### src/rtl/voice_sched_pkg.sv
// Shared definitions for the voice scheduler: FSM states, stereo side codes
// and accumulator guard width.
package voice_sched_pkg;

  typedef enum logic [1:0] {
    IDLE  = 2'd0,
    ISSUE = 2'd1,
    DONE  = 2'd2
  } state_t;

  localparam logic [1:0] SIDE_BOTH  = 2'b00;
  localparam logic [1:0] SIDE_LEFT  = 2'b01;
  localparam logic [1:0] SIDE_RIGHT = 2'b10;
  localparam logic [1:0] SIDE_MUTE  = 2'b11;

  // Three guard bits hold the sum of up to eight full-scale voices.
  localparam int ACC_GUARD = 3;

endpackage

### src/rtl/voice_scan.sv
// Combinational lowest-set-bit finder over the voice mask; none_o flags an
// empty mask (idx_o is then zero).
module voice_scan
  import voice_sched_pkg::*;
#(
  parameter int NUM_VOICES  = 3,
  parameter int VOICE_IDX_W = 2
) (
  input  logic [NUM_VOICES-1:0]  mask_i,
  output logic [VOICE_IDX_W-1:0] idx_o,
  output logic                   none_o
);

  // Scanning from the top down lets the lowest set bit win.
  always_comb begin
    idx_o = '0;
    for (int i = NUM_VOICES - 1; i >= 0; i--) begin
      if (mask_i[i]) idx_o = VOICE_IDX_W'(i);
    end
  end

  assign none_o = ~|mask_i;

endmodule

### src/rtl/voice_scheduler.sv
// Time-multiplexes a shared sample engine over the active voices once per
// codec sample period and mixes the results into a stereo pair.
// Optional macro VOICE_SCHED_SAT_EN: saturate instead of shifting right by 2.
module voice_scheduler
  import voice_sched_pkg::*;
#(
  parameter int NUM_VOICES  = 3,
  parameter int SAMPLE_W    = 16,
  parameter int VOICE_IDX_W = 2
) (
  input  logic                    clk,
  input  logic                    reset,
  input  logic                    generate_next_sample,
  input  logic [NUM_VOICES-1:0]   voice_active,
  input  logic [2*NUM_VOICES-1:0] voice_side,
  output logic                    eng_req,
  output logic [VOICE_IDX_W-1:0]  eng_voice,
  input  logic                    eng_ack,
  input  logic [SAMPLE_W-1:0]     eng_sample,
  output logic [SAMPLE_W-1:0]     mix_left,
  output logic [SAMPLE_W-1:0]     mix_right,
  output logic                    mix_valid,
  output logic                    overrun
);

  localparam int ACC_W = SAMPLE_W + ACC_GUARD;

  state_t                  state_q, state_d;
  logic [NUM_VOICES-1:0]   mask_q, mask_d, mask_cleared, scan_in;
  logic [2*NUM_VOICES-1:0] side_q, side_d;
  logic [VOICE_IDX_W-1:0]  idx_q, idx_d, scan_idx;
  logic                    scan_none;
  logic [ACC_W-1:0]        acc_l_q, acc_l_d, acc_r_q, acc_r_d, sample_ext;
  logic [SAMPLE_W-1:0]     mix_l_q, mix_l_d, mix_r_q, mix_r_d;
  logic                    overrun_q, overrun_d;
  logic [1:0]              cur_side;

  function automatic logic [SAMPLE_W-1:0] narrow(input logic [ACC_W-1:0] acc);
`ifdef VOICE_SCHED_SAT_EN
    if (acc[ACC_W-1:SAMPLE_W-1] == {(ACC_GUARD + 1){acc[ACC_W-1]}})
      narrow = acc[SAMPLE_W-1:0];
    else if (acc[ACC_W-1])
      narrow = {1'b1, {(SAMPLE_W - 1){1'b0}}};
    else
      narrow = {1'b0, {(SAMPLE_W - 1){1'b1}}};
`else
    narrow = SAMPLE_W'($signed(acc) >>> 2);
`endif
  endfunction

  // One scanner serves both the fresh snapshot and the post-ack remainder.
  assign scan_in = (state_q == IDLE) ? voice_active : mask_cleared;

  voice_scan #(
    .NUM_VOICES (NUM_VOICES),
    .VOICE_IDX_W(VOICE_IDX_W)
  ) u_scan (
    .mask_i(scan_in),
    .idx_o (scan_idx),
    .none_o(scan_none)
  );

  assign sample_ext = {{ACC_GUARD{eng_sample[SAMPLE_W-1]}}, eng_sample};

  always_comb begin
    cur_side     = SIDE_MUTE;
    mask_cleared = mask_q;
    for (int i = 0; i < NUM_VOICES; i++) begin
      if (VOICE_IDX_W'(i) == idx_q) begin
        cur_side        = side_q[2*i +: 2];
        mask_cleared[i] = 1'b0;
      end
    end
  end

  always_comb begin
    state_d   = state_q;
    mask_d    = mask_q;
    side_d    = side_q;
    idx_d     = idx_q;
    acc_l_d   = acc_l_q;
    acc_r_d   = acc_r_q;
    mix_l_d   = mix_l_q;
    mix_r_d   = mix_r_q;
    overrun_d = overrun_q | (generate_next_sample && (state_q != IDLE));

    unique case (state_q)
      IDLE: begin
        if (generate_next_sample) begin
          mask_d  = voice_active;
          side_d  = voice_side;
          acc_l_d = '0;
          acc_r_d = '0;
          idx_d   = scan_idx;
          state_d = scan_none ? DONE : ISSUE;
        end
      end
      ISSUE: begin
        if (eng_ack) begin
          if (cur_side == SIDE_BOTH || cur_side == SIDE_LEFT)  acc_l_d = acc_l_q + sample_ext;
          if (cur_side == SIDE_BOTH || cur_side == SIDE_RIGHT) acc_r_d = acc_r_q + sample_ext;
          mask_d  = mask_cleared;
          idx_d   = scan_idx;
          state_d = scan_none ? DONE : ISSUE;
        end
      end
      DONE:    state_d = IDLE;
      default: state_d = IDLE;
    endcase

    // Mix registers load on entry to DONE so they are valid with mix_valid.
    if (state_d == DONE && state_q != DONE) begin
      mix_l_d = narrow(acc_l_d);
      mix_r_d = narrow(acc_r_d);
    end
  end

  always_ff @(posedge clk or posedge reset) begin
    if (reset) begin
      state_q   <= IDLE;
      mask_q    <= '0;
      side_q    <= '0;
      idx_q     <= '0;
      acc_l_q   <= '0;
      acc_r_q   <= '0;
      mix_l_q   <= '0;
      mix_r_q   <= '0;
      overrun_q <= 1'b0;
    end else begin
      state_q   <= state_d;
      mask_q    <= mask_d;
      side_q    <= side_d;
      idx_q     <= idx_d;
      acc_l_q   <= acc_l_d;
      acc_r_q   <= acc_r_d;
      mix_l_q   <= mix_l_d;
      mix_r_q   <= mix_r_d;
      overrun_q <= overrun_d;
    end
  end

  assign eng_req   = (state_q == ISSUE);
  assign eng_voice = eng_req ? idx_q : '0;
  assign mix_valid = (state_q == DONE);
  assign mix_left  = mix_l_q;
  assign mix_right = mix_r_q;
  assign overrun   = overrun_q;

endmodule

### config.mk
export PLATFORM = sky130hd
export DESIGN_NAME = voice_scheduler
export DESIGN_NICKNAME = d
export VERILOG_FILES = /design/src/rtl/voice_sched_pkg.sv /design/src/rtl/voice_scan.sv /design/src/rtl/voice_scheduler.sv
export SDC_FILE = /design/constraint.sdc
export NUM_CORES = 1
export LEC_CHECK = 0
export ABC_CLOCK_PERIOD_IN_PS = 3510
export BUFFER_PORTS_ARGS = -buffer_cell sky130_fd_sc_hd__buf_4
export CAP_MARGIN = 15
export CORE_ASPECT_RATIO = 0.8
export CORE_MARGIN = 4
export CORE_UTILIZATION = 55
export CTS_CLUSTER_SIZE = 40
export DETAILED_ROUTE_END_ITERATION = 8
export GPL_TIMING_DRIVEN = 0
export MAX_ROUTING_LAYER = met4
export PLACE_DENSITY = 0.77
export SETUP_SLACK_MARGIN = 0.1
export SLEW_MARGIN = 0
export SYNTH_ARGS = -nofsm -noshare
export SYNTH_HDL_FRONTEND = slang
export SYNTH_HIERARCHICAL = 1
export SYNTH_SLANG_ARGS = --single-unit
### constraint.sdc
create_clock -name clk -period 3.51 [get_ports clk]
set_clock_uncertainty 0.2 [all_clocks]
set_input_delay 0.5265 -clock clk [delete_from_list [all_inputs] [get_ports clk]]
set_output_delay 0.5265 -clock clk [all_outputs]
set_load 0.05 [all_outputs]
After elaboration in Yosys (flattened, before gate mapping)
Index checks and enable logic that the tools add are counted.

storage, ports and cells
  output and inout bits = 37
  input port bits = 29
  register bits = 84
  word-level logic and storage cells = 69

operators by class
  multiplexer cells = 29
  add/sub/neg operators = 2
  reductions and logical operators = 14
  eq/ne operators = 12
  bitwise operators = 1

operators by type and width
  kind                                                  number
  2-to-1 mux 19 bit                                     6
  case mux 19 bit (2 select lines)                      2
  adder 19 bit                                          2
  2-to-1 mux 2 bit                                      12
  2-to-1 mux 3 bit                                      3
  case mux 2 bit (2 select lines)                       2
  AND reduction 4 bit                                   2
  equality test 2 bit (second input constant)           3
  zero test 2 bit                                       3
  != test 2 x 1 -> 1 bit (second input constant)        3
  case mux 3 bit (2 select lines)                       1
  equality test 2 x 1 -> 1 bit (second input constant)  2
  != test 2 bit (second input constant)                 2
  nonzero test 2 bit                                    2
  2-to-1 mux 1 bit                                      3
  AND reduction 3 bit                                   1
  OR reduction 3 bit                                    1
  equality test 1 x 2 -> 1 bit (first input constant)   1
  equality test 2 bit (first input constant)            1
  logical AND 1 bit                                     2
  logical OR 1 bit                                      2
  AND reduction 2 bit                                   1
  bitwise OR 1 bit                                      1

Longest topological paths before layout
  word-level depth = 9
  depth in mapped cells = 11
  gate-level depth less buffers = 9

By module
The synthesis kept the hierarchy.

modules (own cells, without submodules)
  module           seq. area each (µm²)  times used  area each (µm²)  cells each
  voice_scheduler  2052.0                1           4948.5           526
  voice_scan       0.0                   1           31.3             3

Least setup slack after synthesis
Ideal clock, no wire load.

  kind = input to register
  start point = in eng_sample[0]
  end point = reg mix_l_q[8] (netlist: mix_left[8])
  library setup time = 0.125 ns
  path buffers = 0
  cell stages on the path = 9
  path slack = 0.751 ns
  arrival = 2.434 ns
  required time = 3.185 ns
  cell sequence = ha_1 > fa_1 > a21o_1 > a21o_1 > a211oi_2 > o21ai_0 > xnor2_1 > o21ai_1 > mux2_2

between the ends
  word-level cells in the longest chain between the ends = 4

ends and longest elaborated chain
  item                              line                    text
  start, declared                   voice_scheduler.sv:19   input logic [SAMPLE_W-1:0] eng_sample,
  adder 19 bit                      voice_scheduler.sv:100  if (cur_side == SIDE_BOTH || cur_side == SIDE_LEFT) acc_l_d = acc_l_q + sample_ext;
  2-to-1 mux 19 bit                 voice_scheduler.sv:100
  2-to-1 mux 19 bit                 voice_scheduler.sv:99   if (eng_ack) begin
  case mux 19 bit (2 select lines)  voice_scheduler.sv:87   unique case (state_q)
  via acc_l_d[10]                   voice_scheduler.sv:33   logic [ACC_W-1:0] acc_l_q, acc_l_d, acc_r_q, acc_r_d, sample_ext;
  end signal, assigned              voice_scheduler.sv:136  mix_l_q <= mix_l_d;
  end, declared                     voice_scheduler.sv:34   logic [SAMPLE_W-1:0] mix_l_q, mix_l_d, mix_r_q, mix_r_d;

The timed path passes the listed nets, and every way through them passes these cells. The select of a mux whose other input is x is not followed.
A chain may end at the register's enable or synchronous reset.

Worst setup path in the final report
  start point = reg state_q[0]
  end point = reg mix_r_q[12] (netlist: mix_right[12])

between the ends
  word-level cells in the longest chain between the ends = 8
  elaborated cells between the ends (all ways) = 12
  those cells by class = eq/ne: 3; mux: 6; reduce/logical: 3

ends and longest elaborated chain
  item                                 line                                           text
  start, declared                      voice_scheduler.sv:28                          state_t state_q, state_d;
  start signal, assigned               voice_scheduler.sv:130                         state_q <= state_d;
  zero test 2 bit *                    voice_scheduler.sv:52                          assign scan_in = (state_q == IDLE) ? voice_active : mask_cleared;
  2-to-1 mux 3 bit *                   voice_scheduler.sv:52
  via scan_in[0]                       voice_scheduler.sv:29                          logic [NUM_VOICES-1:0] mask_q, mask_d, mask_cleared, scan_in;
  OR reduction 3 bit *                 voice_scan.sv:22                               assign none_o = ~|mask_i;
  2-to-1 mux 2 bit *                   voice_scheduler.sv:95, voice_scheduler.sv:104
  2-to-1 mux 2 bit (on tied branches)  voice_scheduler.sv:99, voice_scheduler.sv:89
  case mux 2 bit (2 select lines) *    voice_scheduler.sv:87
  via state_d[1]                       voice_scheduler.sv:28
  equality test 2 bit *                voice_scheduler.sv:112                         if (state_d == DONE && state_q != DONE) begin
  logical AND 1 bit *                  voice_scheduler.sv:112
  end signal, assigned                 voice_scheduler.sv:137                         mix_r_q <= mix_r_d;
  end, declared                        voice_scheduler.sv:34

The timed path passes the listed nets; every way through them passes the cells marked *.

==> impl_metrics.yaml <==
outcome:
  outcome: "complete, but fails checks"
  violations: "negative hold slack"
die:
  core_um2: 8630
  rows: 30
  die_y_um: 93.1
  die-width_um: 114
  die_area_um2: 10600
  start_util_pct: 57.7
  ios: 66
power_and_ir_drop:
  p_leak_nw: 2.95
  powerDensity_nw_per_um2: 1050
  max-vdd-ir-drop_uv: 601
  total_power_mw: 6.28
routing:
  ant_nets: 0
  firstDrtPassIters: 5
  detail_route.wl_per_cell_um: 18.4
  finalWirelength_um: 13300
  vias: 4347
  drcViolationCount: 0
  drt_iter0_drc: 339
  vias_per_cell: 6.01
critical_path:
  crit_slowest_cell: "dfrtp_1"
  start_kind: "flip-flop"
  critPathArrivalTime_ns: 2.99
  reg2reg_slack_ns: 0.53
  cp_common_cell: "buf_2"
  r2r_start: "state_q[0]$_DFF_PP0_"
  cp.depth: 8
  crit_family: "buffers and inverters"
  worst_setup_path_end_kind: "flip-flop"
  max_stage_delay_ns: 0.44
  path_class: "flip-flop to flip-flop"
  r2r_cells: 8
  cp.buffers_inverters: 3
  crit_chain: "nor2_1 > o21ai_0 > nor3_2 > nand2_1 > inv_2 > buf_2 > buf_2 > a31oi_1"
  cp_max_fo: 10
  r2r_end: "mix_right[12]$_DFFE_PP0P_"
  crit_required_ns: 3.52
cells_and_area:
  final_cell_count_no_fill: 723
  layout.nets: 671
  syn_to_final_growth_pct: 20.1
  num_antenna_cells: 0
  multi_input_area_um2: 2790
  fin_util_pct: 69.3
  n_fill_cell: 709
  layout-drive-gt1-share_pct: 20.9
  ff_latch_area_um2: 2050
global_routing:
  met3_usage_pct: 5.17
  use_met1_pct: 36.9
  grt_max_degree: 51
  grt-ovfl-total: 0
  grt_pass1_vias: 4384
  grt.busiest_layer: "met2"
  antenna_found_initial: 0
  grtUsageTotal_pct: 27.1
  grt_pass1_wl_um: 21900
  grt_use_met2_pct: 40.9
sta:
  setup_viol: 0
  clock.fmax_ghz: 0.335
  worstMarginPinSlew_ns: 0.641
  period_needed_ns: 2.98
  slew_violations: 0
  hold_viol_final: 6
  rsz0062_at_grt: "false"
  slew-limit-headroom_pct: 57.3
  worst_hold_slack_ns: -0.0146
  finalSetupTns_ns: 0
  fin_crit_sh_pct: 84.9
synthesis:
  synth_compound_area_share_pct: 18.9
  synth_nets: 594
  synth_fa_ha_area_share_pct: 9.35
  ys_warn_count: 6
  seq_area_frac_synth_pct: 41.2
  ys_ff_latch: 82
  syn_area_per_cell_um2: 9.41
  syn-instance-count: 529
  muxShareOfSynthArea_pct: 5.83
  ys_types: 64
  synth-simple-area-share_pct: 17.5
  synth_edf_count: 0
  synth_xor_xnor_area_share_pct: 4.40
  async_flop_share_pct: 100
  synth_area_um2: 4980
  synthFlopType: "dfrtp_1"
  synth_top_family_by_area: "compound AO/OA/AOI/OAI gates"
clock_tree:
  cts_tree: "done"
  clk_latency_ns: 0.34
  cts_sinks: 82
  cts_root_buffer: "clkbuf_16"
  post-cts-setup-buffer-count: 0
  ctsHtreeMaxLevel: 3
  clockBufferDepth: 2
  numCtsBuffers: 9
  cts_resized: 0
  holdBufCountCts: 0
  clk_pin_slew_worst_paths_ns: 0.06
hold_path:
  worstHoldPathType: "primary input to async pin"
flow_run:
  maxCapViolCount: 0
placement:
  routabilityCongestion: 0.921
  numPortBuffers: 65
  place_hpwl_um: 10000
  placed_cells: 707
-- worst max-delay path by stage --
stage | start | end | slack, ns
after floorplan | reset | acc_l_q[0]$_DFFE_PP0P_ | 0.68
after global placement | reset | acc_r_q[1]$_DFFE_PP0P_ | -0.24
after detailed placement | eng_sample[0] | mix_left[12]$_DFFE_PP0P_ | 0.29
after CTS | state_q[0]$_DFF_PP0_ | mix_right[12]$_DFFE_PP0P_ | 0.52
after global routing | state_q[0]$_DFF_PP0_ | mix_right[12]$_DFFE_PP0P_ | 0.26
final | state_q[0]$_DFF_PP0_ | mix_right[12]$_DFFE_PP0P_ | 0.53
-- per-stage QoR --
step | setup WS, ns | area, µm²
after floorplan | 0.675 | 4980
after global placement | -0.239 | 5610
after detailed placement | 0.288 | 5640
after CTS | 0.519 | 5980
after global routing | 0.255 | 5980
final | 0.529 | 5980
-- cells by family (layout without fill, tap and decap cells) --
kind of cell	count (synthesis)	after routing
xor+xnor	25	25
fa+ha+maj	36	36
compound gates	144	144
mux	26	26
simple gates	184	184
buf+inv	32	114
flops	82	82
-- report_power, final --
group          total [mW]  switching (mW)  internal, mW
Clock                1.08           0.390         0.695
Combinational        3.59            2.28          1.30
Sequential           1.61           0.261          1.35
-- layout make-up --
type                    count  share of cell area (%)
clock buffers               9                    3.77
repair buffers             66                    8.62
inverters                  13                   0.858
plain buffers              19                    1.49
clock inverters             7                    1.97
well taps                 112                    2.34
flip-flops and latches     82                    34.3
multi-input cells         415                    46.7
-- per-layer routing --
metal  part of all wire [%]  up-vias
met5                      0        -
met1                     46     2121
met3                    6.1       22
met4                    1.7        0
met2                     46      135
li1                       -     2069
-- sequential cells by signal, summed over array words and instances (netlist names) --
register	flops
acc_l_q	18
acc_r_q	18
idx_q	2
mask_q	3
mix_left	16
mix_right	16
overrun	1
side_q	6
state_q	2
-- synthesized netlist by cell type, types with 2 or more instances --
library cell / number / area [µm²]
a211oi_1: 7 / 52.6
a21o_1: 14 / 105
a21oi_1: 26 / 130
a221oi_2: 2 / 30.0
a22o_1: 5 / 43.8
a31oi_1: 7 / 43.8
and2_1: 6 / 37.5
and3_1: 2 / 12.5
buf_2: 5 / 25.0
clkbuf_1: 12 / 45.0
dfrtp_1: 82 / 2050
fa_1: 2 / 40.0
ha_1: 34 / 425
inv_1: 12 / 45.0
mux2_2: 20 / 225
mux2i_1: 5 / 50.1
nand2_1: 74 / 278
nand2b_1: 3 / 18.8
nand3_1: 37 / 185
nand4_1: 5 / 31.3
nor2_1: 34 / 128
nor3_1: 4 / 20.0
nor3b_2: 2 / 25.0
o211ai_1: 6 / 45.0
o21a_1: 7 / 52.6
o21ai_0: 28 / 140
o21ai_1: 17 / 85.1
o21bai_1: 5 / 37.5
o22ai_1: 2 / 12.5
o31ai_1: 6 / 45.0
or2_2: 2 / 12.5
xnor2_1: 13 / 114
xor2_1: 12 / 105
-- layout by cell type, fill, tap and decap left out, types with 3 or more instances in the layout --
cell type   n
dfrtp_1    82
nand2_1    74
buf_4      66
nand3_1    37
nor2_1     34
ha_1       34
o21ai_0    28
a21oi_1    26
mux2_2     20
o21ai_1    17
a21o_1     14
xnor2_1    13
clkbuf_1   12
xor2_1     12
inv_1      11
clkbuf_16   9
a211oi_1    7
a31oi_1     7
o21a_1      7
and2_1      6
o211ai_1    6
o31ai_1     6
mux2i_1     5
a22o_1      5
buf_2       5
nand4_1     5
o21bai_1    5
nor3_1      4
nand2b_1    3
bufinv_16   3
Power figures use the tool's default switching activity.
